## config.mk

```make
export PLATFORM = sky130hd
export DESIGN_NAME = sdram_prefetch_buf
export DESIGN_NICKNAME = d
export VERILOG_FILES = /design/src/rtl/sdram_prefetch_buf_pkg.sv /design/src/rtl/sdram_prefetch_buf_pf_fifo.sv /design/src/rtl/sdram_prefetch_buf.sv
export SDC_FILE = /design/constraint.sdc
export NUM_CORES = 1
export LEC_CHECK = 0
export ABC_AREA = 1
export ABC_CLOCK_PERIOD_IN_PS = 3900
export CORE_MARGIN = 10
export CORE_UTILIZATION = 56
export DETAILED_ROUTE_END_ITERATION = 6
export MAX_ROUTING_LAYER = met4
export PLACE_DENSITY = 0.81
export SLEW_MARGIN = 20
export SYNTH_ARGS = -nofsm -noshare
export SYNTH_HDL_FRONTEND = slang
export SYNTH_SLANG_ARGS = --single-unit
export TNS_END_PERCENT = 30
```

## constraint.sdc

```tcl
create_clock -name clk -period 3.9 [get_ports clk]
set_clock_uncertainty 0.05 [all_clocks]
set_input_delay 0.585 -clock clk [delete_from_list [all_inputs] [get_ports clk]]
set_output_delay 0.585 -clock clk [all_outputs]
set_load 0.005 [all_outputs]
```

## src/rtl/sdram_prefetch_buf_pkg.sv

```systemverilog
// Shared FSM state type for the SDRAM read-prefetch buffer.
package sdram_prefetch_buf_pkg;

  typedef enum logic [2:0] {
    ST_IDLE    = 3'd0,
    ST_WR_REQ  = 3'd1,
    ST_WR_WAIT = 3'd2,
    ST_RD_REQ  = 3'd3,
    ST_RD_WAIT = 3'd4,
    ST_PF_REQ  = 3'd5,
    ST_PF_WAIT = 3'd6
  } state_t;

endpackage

```

## src/rtl/sdram_prefetch_buf_pf_fifo.sv

```systemverilog
// DEPTH x 32 circular FIFO of prefetched words; the head word is always visible.
module pf_fifo #(
  parameter int unsigned DEPTH = 4
) (
  input  logic                     clk,
  input  logic                     rst,
  input  logic                     i_push,
  input  logic                     i_pop,
  input  logic                     i_flush,
  input  logic [31:0]              i_wdata,
  output logic [31:0]              o_rdata,
  output logic [$clog2(DEPTH):0]   o_cnt
);

  localparam int unsigned PW = $clog2(DEPTH);

  logic [31:0]   r_mem [DEPTH];
  logic [PW-1:0] r_rd_ptr;
  logic [PW-1:0] r_wr_ptr;
  logic [PW:0]   r_cnt;

  // Flush just discards the contents by catching the read pointer up.
  always_ff @(posedge clk) begin
    if (rst) begin
      r_rd_ptr <= '0;
      r_wr_ptr <= '0;
      r_cnt    <= '0;
    end else if (i_flush) begin
      r_rd_ptr <= r_wr_ptr;
      r_cnt    <= '0;
    end else begin
      if (i_push) r_wr_ptr <= r_wr_ptr + PW'(1);
      if (i_pop)  r_rd_ptr <= r_rd_ptr + PW'(1);
      r_cnt <= r_cnt + (PW+1)'(i_push) - (PW+1)'(i_pop);
    end
  end

  always_ff @(posedge clk) begin
    if (i_push && !i_flush) r_mem[r_wr_ptr] <= i_wdata;
  end

  assign o_rdata = r_mem[r_rd_ptr];
  assign o_cnt   = r_cnt;

endmodule

```

## src/rtl/sdram_prefetch_buf.sv

```systemverilog
// Read-prefetch line buffer between the Wishbone bram decode and sdram_controller;
// sequential reads hit a small FIFO refilled while the bus is idle, writes pass through.
module sdram_prefetch_buf
  import sdram_prefetch_buf_pkg::*;
#(
  parameter int unsigned DEPTH = 4,
  parameter int unsigned AW    = 23
) (
  input  logic          clk,
  input  logic          rst,
  input  logic          wb_en,
  input  logic          wb_we,
  input  logic [AW-1:0] wb_addr,
  input  logic [31:0]   wb_wdata,
  output logic          wb_ack,
  output logic [31:0]   wb_rdata,
  output logic [AW-1:0] ctrl_addr,
  output logic          ctrl_rw,
  output logic [31:0]   ctrl_wdata,
  output logic          ctrl_in_valid,
  input  logic          ctrl_busy,
  input  logic [31:0]   ctrl_rdata,
  input  logic          ctrl_out_valid
);

  localparam int unsigned CW = $clog2(DEPTH) + 1;

  state_t        r_state, w_state_nxt;
  logic [AW-1:0] r_head, w_head_nxt;
  logic [AW-1:0] r_req_addr, w_req_addr_nxt;
  logic [31:0]   r_req_wdata, w_req_wdata_nxt;
  logic          r_wb_ack, w_wb_ack_nxt;
  logic [31:0]   r_wb_rdata, w_wb_rdata_nxt;
  logic [AW-1:0] r_ctrl_addr, w_ctrl_addr_nxt;
  logic          r_ctrl_rw, w_ctrl_rw_nxt;
  logic [31:0]   r_ctrl_wdata, w_ctrl_wdata_nxt;
  logic          r_ctrl_in_valid, w_ctrl_in_valid_nxt;

  logic          w_push, w_pop, w_flush;
  logic [31:0]   w_fifo_rdata;
  logic [CW-1:0] w_cnt;
  logic          w_req, w_hit, w_in_range, w_full;
  logic [AW-1:0] w_tail;
  logic [AW-3:0] w_off;

  pf_fifo #(.DEPTH(DEPTH)) u_fifo (
    .clk     (clk),
    .rst     (rst),
    .i_push  (w_push),
    .i_pop   (w_pop),
    .i_flush (w_flush),
    .i_wdata (ctrl_rdata),
    .o_rdata (w_fifo_rdata),
    .o_cnt   (w_cnt)
  );

  // Word offset from head, modulo 2^AW, makes the write-hit window wrap correctly.
  assign w_req      = wb_en && !r_wb_ack;
  assign w_tail     = r_head + AW'({w_cnt, 2'b00});
  assign w_off      = wb_addr[AW-1:2] - r_head[AW-1:2];
  assign w_in_range = (w_off < (AW-2)'(w_cnt));
  assign w_hit      = (w_cnt != '0) && (wb_addr[AW-1:2] == r_head[AW-1:2]);
  assign w_full     = (w_cnt == CW'(DEPTH));

  always_comb begin
    w_state_nxt         = r_state;
    w_head_nxt          = r_head;
    w_req_addr_nxt      = r_req_addr;
    w_req_wdata_nxt     = r_req_wdata;
    w_wb_ack_nxt        = 1'b0;
    w_wb_rdata_nxt      = r_wb_rdata;
    w_ctrl_addr_nxt     = r_ctrl_addr;
    w_ctrl_rw_nxt       = r_ctrl_rw;
    w_ctrl_wdata_nxt    = r_ctrl_wdata;
    w_ctrl_in_valid_nxt = 1'b0;
    w_push              = 1'b0;
    w_pop               = 1'b0;
    w_flush             = 1'b0;
    case (r_state)
      ST_IDLE: begin
        if (w_req && !wb_we) begin
          if (w_hit) begin
            w_wb_ack_nxt   = 1'b1;
            w_wb_rdata_nxt = w_fifo_rdata;
            w_pop          = 1'b1;
            w_head_nxt     = r_head + AW'(4);
          end else begin
            w_flush        = 1'b1;
            w_req_addr_nxt = wb_addr;
            w_state_nxt    = ST_RD_REQ;
          end
        end else if (w_req) begin
          w_flush         = w_in_range;
          w_req_addr_nxt  = wb_addr;
          w_req_wdata_nxt = wb_wdata;
          w_state_nxt     = ST_WR_REQ;
        end else if (!w_full) begin
          w_state_nxt = ST_PF_REQ;
        end
      end
      ST_RD_REQ: begin
        if (!ctrl_busy) begin
          w_ctrl_in_valid_nxt = 1'b1;
          w_ctrl_rw_nxt       = 1'b0;
          w_ctrl_addr_nxt     = r_req_addr;
          w_state_nxt         = ST_RD_WAIT;
        end
      end
      ST_RD_WAIT: begin
        if (ctrl_out_valid) begin
          w_wb_ack_nxt   = 1'b1;
          w_wb_rdata_nxt = ctrl_rdata;
          w_head_nxt     = {r_req_addr[AW-1:2], 2'b00} + AW'(4);
          w_state_nxt    = ST_IDLE;
        end
      end
      ST_WR_REQ: begin
        if (!ctrl_busy) begin
          w_ctrl_in_valid_nxt = 1'b1;
          w_ctrl_rw_nxt       = 1'b1;
          w_ctrl_addr_nxt     = r_req_addr;
          w_ctrl_wdata_nxt    = r_req_wdata;
          w_wb_ack_nxt        = 1'b1;
          w_state_nxt         = ST_IDLE;
        end
      end
      ST_PF_REQ: begin
        // A bus request before the pulse abandons the prefetch so IDLE can serve it.
        if (w_req) begin
          w_state_nxt = ST_IDLE;
        end else if (!ctrl_busy) begin
          w_ctrl_in_valid_nxt = 1'b1;
          w_ctrl_rw_nxt       = 1'b0;
          w_ctrl_addr_nxt     = w_tail;
          w_state_nxt         = ST_PF_WAIT;
        end
      end
      ST_PF_WAIT: begin
        if (ctrl_out_valid) begin
          w_push      = 1'b1;
          w_state_nxt = ST_IDLE;
        end
      end
      default: w_state_nxt = ST_IDLE;
    endcase
  end

  always_ff @(posedge clk) begin
    if (rst) begin
      r_state         <= ST_IDLE;
      r_head          <= '0;
      r_req_addr      <= '0;
      r_req_wdata     <= '0;
      r_wb_ack        <= 1'b0;
      r_wb_rdata      <= '0;
      r_ctrl_addr     <= '0;
      r_ctrl_rw       <= 1'b0;
      r_ctrl_wdata    <= '0;
      r_ctrl_in_valid <= 1'b0;
    end else begin
      r_state         <= w_state_nxt;
      r_head          <= w_head_nxt;
      r_req_addr      <= w_req_addr_nxt;
      r_req_wdata     <= w_req_wdata_nxt;
      r_wb_ack        <= w_wb_ack_nxt;
      r_wb_rdata      <= w_wb_rdata_nxt;
      r_ctrl_addr     <= w_ctrl_addr_nxt;
      r_ctrl_rw       <= w_ctrl_rw_nxt;
      r_ctrl_wdata    <= w_ctrl_wdata_nxt;
      r_ctrl_in_valid <= w_ctrl_in_valid_nxt;
    end
  end

  assign wb_ack        = r_wb_ack;
  assign wb_rdata      = r_wb_rdata;
  assign ctrl_addr     = r_ctrl_addr;
  assign ctrl_rw       = r_ctrl_rw;
  assign ctrl_wdata    = r_ctrl_wdata;
  assign ctrl_in_valid = r_ctrl_in_valid;

endmodule

```

==> results.sh <==
export IMPL_status="finished, final reports clean"
export IMPL_swShare_pct=35.4
export IMPL_avgSynthCellArea_sq_um=8.55
export IMPL_routed_wl_mm=38.9
export IMPL_maxCapViolations=0
export IMPL_pwr_share_clk_pct=25.6
export IMPL_synth_cell_types=47
export IMPL_slew_headroom_pct=29.1
export IMPL_die_h_um=179
export IMPL_area_growth_pct=22.4
export IMPL_track_usage_pct=23.5
export IMPL_initial_core_util_pct=56.7
export IMPL_pin_count=183
export IMPL_fp_dieW_um=179
export IMPL_slew_viol_final=0
export IMPL_hpwl_mm=27.1
export IMPL_critPathCaptureType="flip-flop"
export IMPL_peakVddDrop_mv=0.447
export IMPL_final_nets=1966
export IMPL_synth_top_cell_area_share_pct=27.0
export IMPL_drive_gt1_share_pct=6.55
export IMPL_root_buffer="clkbuf_16"
export IMPL_cp_required_ps=4350
export IMPL_finalSetupViolCount=0
export IMPL_grt_antenna_before_repair=0
export IMPL_internal_power_mw=6.96
export IMPL_routabilityCongestion=1.01
export IMPL_synth_net_count=1793
export IMPL_cts_resized=0
export IMPL_ctsHoldBuffers=0
export IMPL_num_rows=58
export IMPL_synth_edf_count=128
export IMPL_critPathLaunch="r_head[12]"
export IMPL_hold_viol=0
export IMPL_synthCells=1665
export IMPL_final_util_pct=69.4
export IMPL_post_drt_wl_per_cell_um=17.7
export IMPL_multiInputGateArea_sq_um=5920
export IMPL_cpMostUsedCell="inv_1"
export IMPL_drt_iter0_markers=988
export IMPL_p_total_mw=10.8
export IMPL_async_flop_share_pct=0
export IMPL_min_period_over_period_pct=89.0
export IMPL_placed_cells=2136
export IMPL_yosys_warnings=0
export IMPL_p_switching_mw=3.82
export IMPL_ys_ff_latch=306
export IMPL_p_per_area_nw_per_um2=619
export IMPL_worstSetupEndpoint="u_fifo.o_cnt[2]"
export IMPL_min_path_type="flip-flop to flip-flop"
export IMPL_p_seq_share_pct=38.4
export IMPL_comb_power_share_pct=36.0
export IMPL_die_area_sq_um=32200
export IMPL_drtAntennaViolNets=0
export IMPL_grt_pass1_vias=11700
export IMPL_viasPerCell=5.58
export IMPL_grt_max_degree=65
export IMPL_seq_area_frac_synth_pct=52.0
export IMPL_stdcell_count=2192
export IMPL_drc=0
export IMPL_crit_family="simple AND/OR/NAND/NOR gates"
export IMPL_worst_slew_pin_slew_ps=1060
export IMPL_cts_buffers=30
export IMPL_cts_tree="done"
export IMPL_p_leak_nw=6.92
export IMPL_crit_chain="inv_1, ha_1, nand2_1, nor2_1, inv_1, nor2_2, inv_1, nor4_4, nand2_1, inv_1, ha_1, inv_1, ha_1, inv_1, fa_1, xor2_1, or2_2, a21oi_1"
export IMPL_dr_pass1_iters=5
export IMPL_fillers=1987
export IMPL_cts_max_path_buffers=3
export IMPL_clkLatencyLatePin_ps=560
export IMPL_grt_overflow=0
export IMPL_fin_hold_ws_ps=403
export IMPL_ys_flop_type="dfxtp_1"
export IMPL_period_minus_slack_ps=3470
export IMPL_grt_pass1_wl_mm=61.7
export IMPL_post_cts_buffers=0
export IMPL_critPathMaxFanout=6
export IMPL_numClockSinks=306
export IMPL_core_sq_um=25100
export IMPL_io_buffers=182
export IMPL_r2r_start="r_head[12]"
export IMPL_reg2reg_slack_ps=430
export IMPL_seq_area_sq_um=7410
export IMPL_rr_worst_depth=18
export IMPL_r2r_end="u_fifo.o_cnt[2]"
export IMPL_rsz0062_at_grt="no"
export IMPL_fmax_mhz=288
export IMPL_path_depth=18
export IMPL_worst_path_largest_cell_delay_ps=420
export IMPL_synth_area_sq_um=14200
export IMPL_dr_total_vias=12200
export IMPL_cp_slowest_cell="dfxtp_1"
export IMPL_synthTopCellsByArea="edfxtp_1 (27%), dfxtp_1 (25%), nor2_1 (8.0%)"
export IMPL_htree_levels=1
export IMPL_worst_path_buf_inv=6
export IMPL_clk_pin_slew_ps=70
export IMPL_cp_arrival_ps=3920
export IMPL_diodes=0
export IMPL_yosys_area_top_type="edfxtp_1"
export IMPL_start_kind="flip-flop"
export IMPL_critPathKind="flip-flop to flip-flop"
-- logic make-up after synthesis --
group,after synthesis,share of synthesized area [%]
AOI/OAI and AO/OA,401,15.5
buffers and inverters,232,6.46
xor gates and xnor gates,31,1.91
and+or+nand+nor,628,18.6
adders and majority gates,35,3.24
muxes,32,2.25
DFF,306,52.0
-- placed cells by master, fill, tap and decap left out, types with 4 or more instances in the layout --
cell,instances
or2_2,4
clkbuf_1,12
mux2i_1,32
xor2_1,25
inv_1,145
o21ai_1,8
nor4_1,5
nor2_1,300
nand3_1,65
o21bai_1,5
dfxtp_1,176
clkinv_1,4
edfxtp_1,128
o21ai_0,197
nand4_1,17
buf_4,40
ha_1,32
nor2_2,8
a21oi_1,140
o32ai_1,32
nor3_1,13
xnor2_1,6
nand2_1,197
clkbuf_16,30
nand2_2,5
clkdlybuf4s50_1,182
clkinv_2,7
-- worst min path at each step --
| stage | start | end | slack, ps | cells after the start |
|---|---|---|---|---|
| after floorplan | r_req_addr[0] | r_req_addr[0] | 380 | 2 |
| after global placement | r_req_addr[0] | r_req_addr[0] | 390 | 2 |
| after detailed placement | r_req_addr[1] | r_req_addr[1] | 400 | 2 |
| after CTS | r_req_addr[1] | r_req_addr[1] | 400 | 2 |
| after global routing | r_req_addr[0] | r_req_addr[0] | 420 | 2 |
| final | r_req_addr[1] | r_req_addr[1] | 400 | 2 |
-- final cells by class --
type	count	share of cell area [%]
flip-flops and latches	306	42.6
well taps	330	2.37
clock buffers	44	4.73
inverters	149	3.23
multi-input cells	1127	34.0
clock inverters	12	0.690
repair buffers	224	12.4
-- flip-flops by register name, summed over array words and instances (netlist names), 2 cells and up, named ones only --
register         flops
u_fifo.o_cnt         3
u_fifo.r_mem       128
wb_rdata            32
ctrl_addr           23
r_req_addr          23
u_fifo.r_rd_ptr      2
r_req_wdata         32
ctrl_wdata          32
r_state              3
r_head              21
u_fifo.r_wr_ptr      2
-- metal layers --
layer / global-route usage, % / vias up / routed length [um]
met4: 7.34 / 0 / 1060
li1: - / 5989 / -
met1: 29.6 / 5739 / 16300
met5: - / - / 0
met3: 2.69 / 69 / 2460
met2: 39.1 / 440 / 19000
-- through the flow --
| step | setup slack [ps] | area, sq um | TNS, ps |
|---|---|---|---|
| finish | 427 | 17400 | 0 |
| global route | 244 | 17400 | 0 |
| CTS | 506 | 17400 | 0 |
| detailed placement | -22.4 | 16500 | -22.4 |
| global placement | 105 | 16500 | 0 |
| floorplan | 658 | 14200 | 0 |
-- cells in the mapped netlist, types with 4 or more instances --
cell type and n:
nor3_1 13, o21ai_1 8, nor2_1 304, o21bai_1 5, xnor2_1 6, o21ai_0 197
clkbuf_1 56, or2_2 4, nor4_1 5, inv_1 146, dfxtp_1 178, buf_2 14
nor2_2 4, nand3_1 65, nand2_2 6, buf_1 9, edfxtp_1 128, nand2_1 197
xor2_1 25, buf_6 4, nand4_1 17, o32ai_1 32, a21oi_1 140, ha_1 32
mux2i_1 32
-- power by group through the flow --
stage          clock network (mW)  logic [mW]  registers (mW)
5_1_grt                      2.94        4.30            4.19
4_1_cts                      2.80        3.87            4.13
2_1_floorplan                   0        2.45            4.13
3_3_place_gp                    0        3.75            4.17
6_report                     2.76        3.88            4.14
3_5_place_dp                    0        3.83            4.19
-- tightest hold or removal path, stage by stage, from the launching register on --
cell     delay (ps)
dfxtp_1         290
inv_1            60
a21oi_1          60
Note: power is estimated with default switching activity, not from simulation.
